File: src/rtl/led_panel_receiver.sv
// led_panel_receiver
//   Recovers per-channel 8-bit duty values from a serial LED driver stream.
//   A 16-bit shift register collects one PWM slot pattern per load. A frame
//   is 256 slots, and its first slot is tagged by frame_start. Each channel
//   counts the slots in which it was on. When the next frame_start arrives
//   after exactly 256 slots, the counts are published as component_values.
// Ports
//   clk, reset        single clock, synchronous active-high reset
//   serial_data_in    serial bit, accepted when shift is high (MSB first)
//   shift             shift enable
//   load_led_vals     latch sr into led_state and advance the slot accumulator
//   load_brightness   latch sr[7:0] into brightness
//   frame_start       marks the load_led_vals pulse of slot 0
//   led_state         last latched slot pattern (bit i = channel i)
//   brightness        last latched brightness byte
//   component_values  channel i duty at [8i+7:8i]
//   frame_valid       1-cycle pulse when component_values updates
//   frame_error       1-cycle pulse on short frame, overrun or saturated channel

// Per-channel on-slot counter. restart wins over accum.
module led_chan_acc (
  input  logic       clk,
  input  logic       reset,
  input  logic       restart,
  input  logic       accum,
  input  logic       din,
  output logic [8:0] on_cnt
);
  always_ff @(posedge clk) begin
    if (reset)        on_cnt <= 9'd0;
    else if (restart) on_cnt <= {8'd0, din};
    else if (accum)   on_cnt <= on_cnt + {8'd0, din};
  end
endmodule

module led_panel_receiver (
  input  logic         clk,
  input  logic         reset,
  input  logic         serial_data_in,
  input  logic         shift,
  input  logic         load_led_vals,
  input  logic         load_brightness,
  input  logic         frame_start,
  output logic [15:0]  led_state,
  output logic [7:0]   brightness,
  output logic [127:0] component_values,
  output logic         frame_valid,
  output logic         frame_error
);
  localparam int NUM_LANES = 16;

  typedef enum logic {IDLE, ACCUM} state_t;

  state_t                        state, state_nxt;
  logic [15:0]                   sr;
  logic [8:0]                    slot_cnt;
  logic [NUM_LANES-1:0][8:0]     on_cnt;
  logic [NUM_LANES-1:0][7:0]     duty;
  logic [NUM_LANES-1:0][7:0]     comp_q;
  logic [NUM_LANES-1:0]          sat;
  logic                          slot_full;
  logic                          restart, accum, publish, err_nxt;

  assign slot_full        = (slot_cnt == 9'd256);
  assign component_values = comp_q;

  // Loads sample sr before this cycle's shift, since both use the old value.
  always_ff @(posedge clk) begin
    if (reset) begin
      sr         <= '0;
      led_state  <= '0;
      brightness <= '0;
    end else begin
      if (shift)           sr         <= {sr[14:0], serial_data_in};
      if (load_led_vals)   led_state  <= sr;
      if (load_brightness) brightness <= sr[7:0];
    end
  end

  genvar g;
  generate
    for (g = 0; g < NUM_LANES; g++) begin : g_lane
      led_chan_acc u_chan (
        .clk     (clk),
        .reset   (reset),
        .restart (restart),
        .accum   (accum),
        .din     (sr[g]),
        .on_cnt  (on_cnt[g])
      );
      // A channel that was on in all 256 slots reaches 256; clamp to 255.
      assign sat[g]  = on_cnt[g][8];
      assign duty[g] = sat[g] ? 8'hFF : on_cnt[g][7:0];
    end
  endgenerate

  always_ff @(posedge clk) begin
    if (reset) state <= IDLE;
    else       state <= state_nxt;
  end

  always_comb begin
    state_nxt = state;
    restart   = 1'b0;
    accum     = 1'b0;
    publish   = 1'b0;
    err_nxt   = 1'b0;
    if (load_led_vals) begin
      case (state)
        IDLE: begin
          if (frame_start) begin
            restart   = 1'b1;
            state_nxt = ACCUM;
          end
        end
        ACCUM: begin
          if (frame_start) begin
            // Every frame_start restarts counting; only a full frame publishes.
            restart = 1'b1;
            if (slot_full) publish = 1'b1;
            else           err_nxt = 1'b1;
          end else if (slot_full) begin
            err_nxt   = 1'b1;
            state_nxt = IDLE;
          end else begin
            accum = 1'b1;
          end
        end
        default: state_nxt = IDLE;
      endcase
    end
  end

  always_ff @(posedge clk) begin
    if (reset) begin
      slot_cnt    <= '0;
      comp_q      <= '0;
      frame_valid <= 1'b0;
      frame_error <= 1'b0;
    end else begin
      if (restart)    slot_cnt <= 9'd1;
      else if (accum) slot_cnt <= slot_cnt + 9'd1;
      if (publish)    comp_q   <= duty;
      frame_valid <= publish;
      frame_error <= err_nxt | (publish & (|sat));
    end
  end
endmodule
File: config.mk
export PLATFORM = sky130hd
export DESIGN_NAME = led_panel_receiver
export DESIGN_NICKNAME = d
export VERILOG_FILES = /design/src/rtl/led_panel_receiver.sv
export SDC_FILE = /design/constraint.sdc
export NUM_CORES = 1
export LEC_CHECK = 0
export BUFFER_PORTS_ARGS = -buffer_cell sky130_fd_sc_hd__buf_2
export CAP_MARGIN = 5
export CORE_AREA = 2 2 121 210
export CTS_BUF_LIST = sky130_fd_sc_hd__clkbuf_16
export CTS_CLUSTER_SIZE = 40
export DETAILED_ROUTE_END_ITERATION = 12
export DIE_AREA = 0 0 123 212
export GPL_TIMING_DRIVEN = 1
export PLACE_DENSITY_LB_ADDON = 0.15
export SYNTH_ARGS = -nofsm -noshare
export SYNTH_HDL_FRONTEND = slang
export SYNTH_SLANG_ARGS = --single-unit
File: constraint.sdc
create_clock -name clk -period 3 [get_ports clk]
set_clock_uncertainty 0.15 [all_clocks]
set_input_delay 0.3 -clock clk [delete_from_list [all_inputs] [get_ports clk]]
set_output_delay 0.3 -clock clk [all_outputs]
set_load 0.05 [all_outputs]
==> flow_summary.json <==
{
  "clk_pin_slew_ns": 0.07,
  "fin_hold_ws_ns": -0.00219,
  "final_max_slew_viol_count": 0,
  "ant_nets": 0,
  "cts.sink_count": 324,
  "pwr-share-seq": 0.518,
  "grt_pass1_vias": 11800,
  "root_buffer": "clkbuf_16",
  "cts_setup_buffers": 0,
  "finalHoldViolCount": 1,
  "grt_antenna_before_repair": 0,
  "pwr_density_cell_nw_per_um2": 530,
  "die_w_um": 123,
  "reg2reg_to": "component_values[59]$_SDFFE_PP0P_",
  "violations": "hold timing",
  "die_area_um2": 26100,
  "layout-drive-gt1-share": 0.145,
  "power.switching_uw": 1890,
  "syn_inst": 1595,
  "p_int_uw": 6480,
  "combPwrFrac": 0.040,
  "place.gp.congestion": 0.849,
  "critPathRequiredTime_ns": 3.31,
  "portBuffers": 160,
  "layout_common_cells": "323 x dfxtp_1, 201 x nor2_1, 159 x buf_2, 130 x nand2_1",
  "drv_cap": 0,
  "p_leak_uw": 0.00557,
  "worstMarginPinSlew_ns": 0.944,
  "antennaDiodeCount": 0,
  "syn_nets": 1637,
  "cp_max_fo": 87,
  "synth_seq_cells": 324,
  "clkLatencyLatePin_ns": 0.56,
  "arrival_ns": 3.07,
  "clockBufferDepth": 3,
  "vdd_drop_max_mv": 0.484,
  "path_class": "flip-flop to flip-flop",
  "period_needed_ns": 2.76,
  "yosys_warnings": 0,
  "rows": 76,
  "endpoint_kind": "flip-flop",
  "synthArstFlopShare": 0,
  "startpoint_type": "flip-flop",
  "run_status": "finished with violations",
  "setup_viol": 0,
  "num_vias": 12700,
  "hp-start": "reset",
  "switching_share": 0.225,
  "first_pass_iters": 5,
  "h-tree-depth": 1,
  "hold_path_class": "primary input to flip-flop",
  "area_delta_synth_final_pct": 13.5,
  "cts_tree": "done",
  "die_y_um": 212,
  "yosys_most_used_dff": "dfxtp_1",
  "ctsHoldBuffers": 2,
  "p_clk_frac": 0.442,
  "mostFrequentLayoutCell": "dfxtp_1",
  "reg2regPathDepth": 7,
  "synthDistinctLibCells": 36,
  "gr-total-overflow": 0,
  "track_usage": 0.280,
  "hold_depth": 2,
  "reg2reg_from": "slot_cnt[0]$_SDFFE_PP0P_",
  "start_util": 0.567,
  "routed_via_density": 6.34,
  "nets": 1714,
  "ff2ff_setup_slack_ns": 0.24,
  "cts_buffers": 28,
  "synth-edff-count": 0,
  "holdPathEnd": "led_state[0]$_SDFFE_PP0P_",
  "drcViolationCount": 0,
  "grt_max_degree": 132,
  "routed_wl_mm": 37.1,
  "drt-initial-drc-count": 913,
  "rsz0062_at_grt": "no",
  "netlist_area_um2": 13900,
  "fmax_ghz": 0.362,
  "post_drt_wl_per_cell_um": 18.5,
  "fin_setup_tns_ns": 0,
  "max-slew-margin-rel": 0.371,
  "postSynthAreaPerCell_um2": 8.72,
  "post-route-period-util": 0.922,
  "dp_hpwl_mm": 24.1,
  "synth-seq-area-share": 0.466,
  "cts-resized-gates": 0,
  "coreArea_um2": 24500,
  "num_io_pins": 161,
  "grt_pass1_wl_mm": 59.9
}
-- per-stage QoR --
stage,utilization,std cells,setup WS [ns],total power (uW),cell area (um2)
after global placement,0.605,1952,0.305,4760,14900
after detailed placement,0.605,1952,0.219,4770,14900
after global routing,0.644,2003,0.0188,8610,15800
final,0.644,2003,0.235,8370,15800
after CTS,0.644,2003,0.205,8420,15800
after floorplan,-,1595,0.412,4670,13900
-- cell families (layout without fill, tap and decap cells) --
kind of cell,after synthesis,in the layout,synth area share
AND/OR/NAND/NOR,533,533,0.187
AO/OA/AOI/OAI,489,489,0.224
flip-flops,324,324,0.466
buffers and inverters,152,248,0.0485
multiplexers,44,44,0.0316
adder cells (fa/ha/maj),35,35,0.0315
XOR/XNOR,18,18,0.0113
-- sequential cells by signal, indices dropped and copies added (netlist names), 8 cells and up --
name,cells
led_state,16
sr,16
component_values,128
slot_cnt,9
g_lane.u_chan.on_cnt,144
brightness,8
-- synthesized netlist by cell type, types with 3 or more instances --
cell	instances	share of area
a211oi_1	128	0.069
ha_1	35	0.031
or3_1	54	0.024
nand2_1	130	0.035
o31ai_1	42	0.023
xor2_1	17	0.011
buf_1	3	0.00081
inv_1	4	0.0011
a21oi_1	116	0.042
buf_2	59	0.021
and3_1	3	0.0013
o21ai_0	54	0.019
or4_1	42	0.023
clkbuf_1	79	0.021
a31oi_1	128	0.058
nor2_1	201	0.054
nand3_1	17	0.0061
nor4_1	8	0.0036
buf_4	6	0.0032
mux2i_1	44	0.032
nand2b_1	7	0.0031
dfxtp_1	324	0.47
nand4_1	59	0.027
a311oi_1	16	0.010
nand4_2	4	0.0036
-- worst max-delay path by stage --
stage | start | endpoint | slack (ns) | cells past startpoint
floorplan | slot_cnt[0]$_SDFFE_PP0P_ | g_lane[11].u_chan.on_cnt[0]$_SDFFE_PP0P_ | 0.41 | 12
global placement | slot_cnt[0]$_SDFFE_PP0P_ | component_values[76]$_SDFFE_PP0P_ | 0.31 | 7
detailed placement | slot_cnt[0]$_SDFFE_PP0P_ | component_values[59]$_SDFFE_PP0P_ | 0.22 | 7
CTS | slot_cnt[0]$_SDFFE_PP0P_ | component_values[59]$_SDFFE_PP0P_ | 0.21 | 7
global route | slot_cnt[0]$_SDFFE_PP0P_ | component_values[64]$_SDFFE_PP0P_ | 0.02 | 7
finish | slot_cnt[0]$_SDFFE_PP0P_ | component_values[59]$_SDFFE_PP0P_ | 0.24 | 7
-- critical path: stages, from the launching register on --
cell,delay (ns)
dfxtp_1,0.36
inv_1,0.07
ha_1,0.14
nor4b_4,0.21
buf_4,0.76
buf_4,0.54
a31oi_1,0.14
a211oi_1,0.27
-- power groups by stage --
stage | logic, uW | registers (uW) | clock network, uW
2_1_floorplan | 237 | 4430 | 0
3_3_place_gp | 328 | 4440 | 0
3_5_place_dp | 330 | 4440 | 0
4_1_cts | 333 | 4340 | 3750
5_1_grt | 362 | 4340 | 3910
6_report | 334 | 4340 | 3700
-- area by class of cell --
cell class                 instances  area, um2
clock buffer                      29        726
clock inverter                    20        190
fill                            2135       8740
inverter                           4       15.0
multi-input combinational       1119       6780
sequential                       324       6490
tap                              312        390
timing repair buffer             195       1200
-- layer usage --
metal  share of wire  GRT usage  vias to the layer above
met4           0.032      0.104                        0
li1                -          -                     6098
met1            0.41      0.346                     6190
met5               0          0                        -
met2            0.51      0.494                      347
met3           0.048     0.0317                       73
Power figures use the tool's default switching activity.
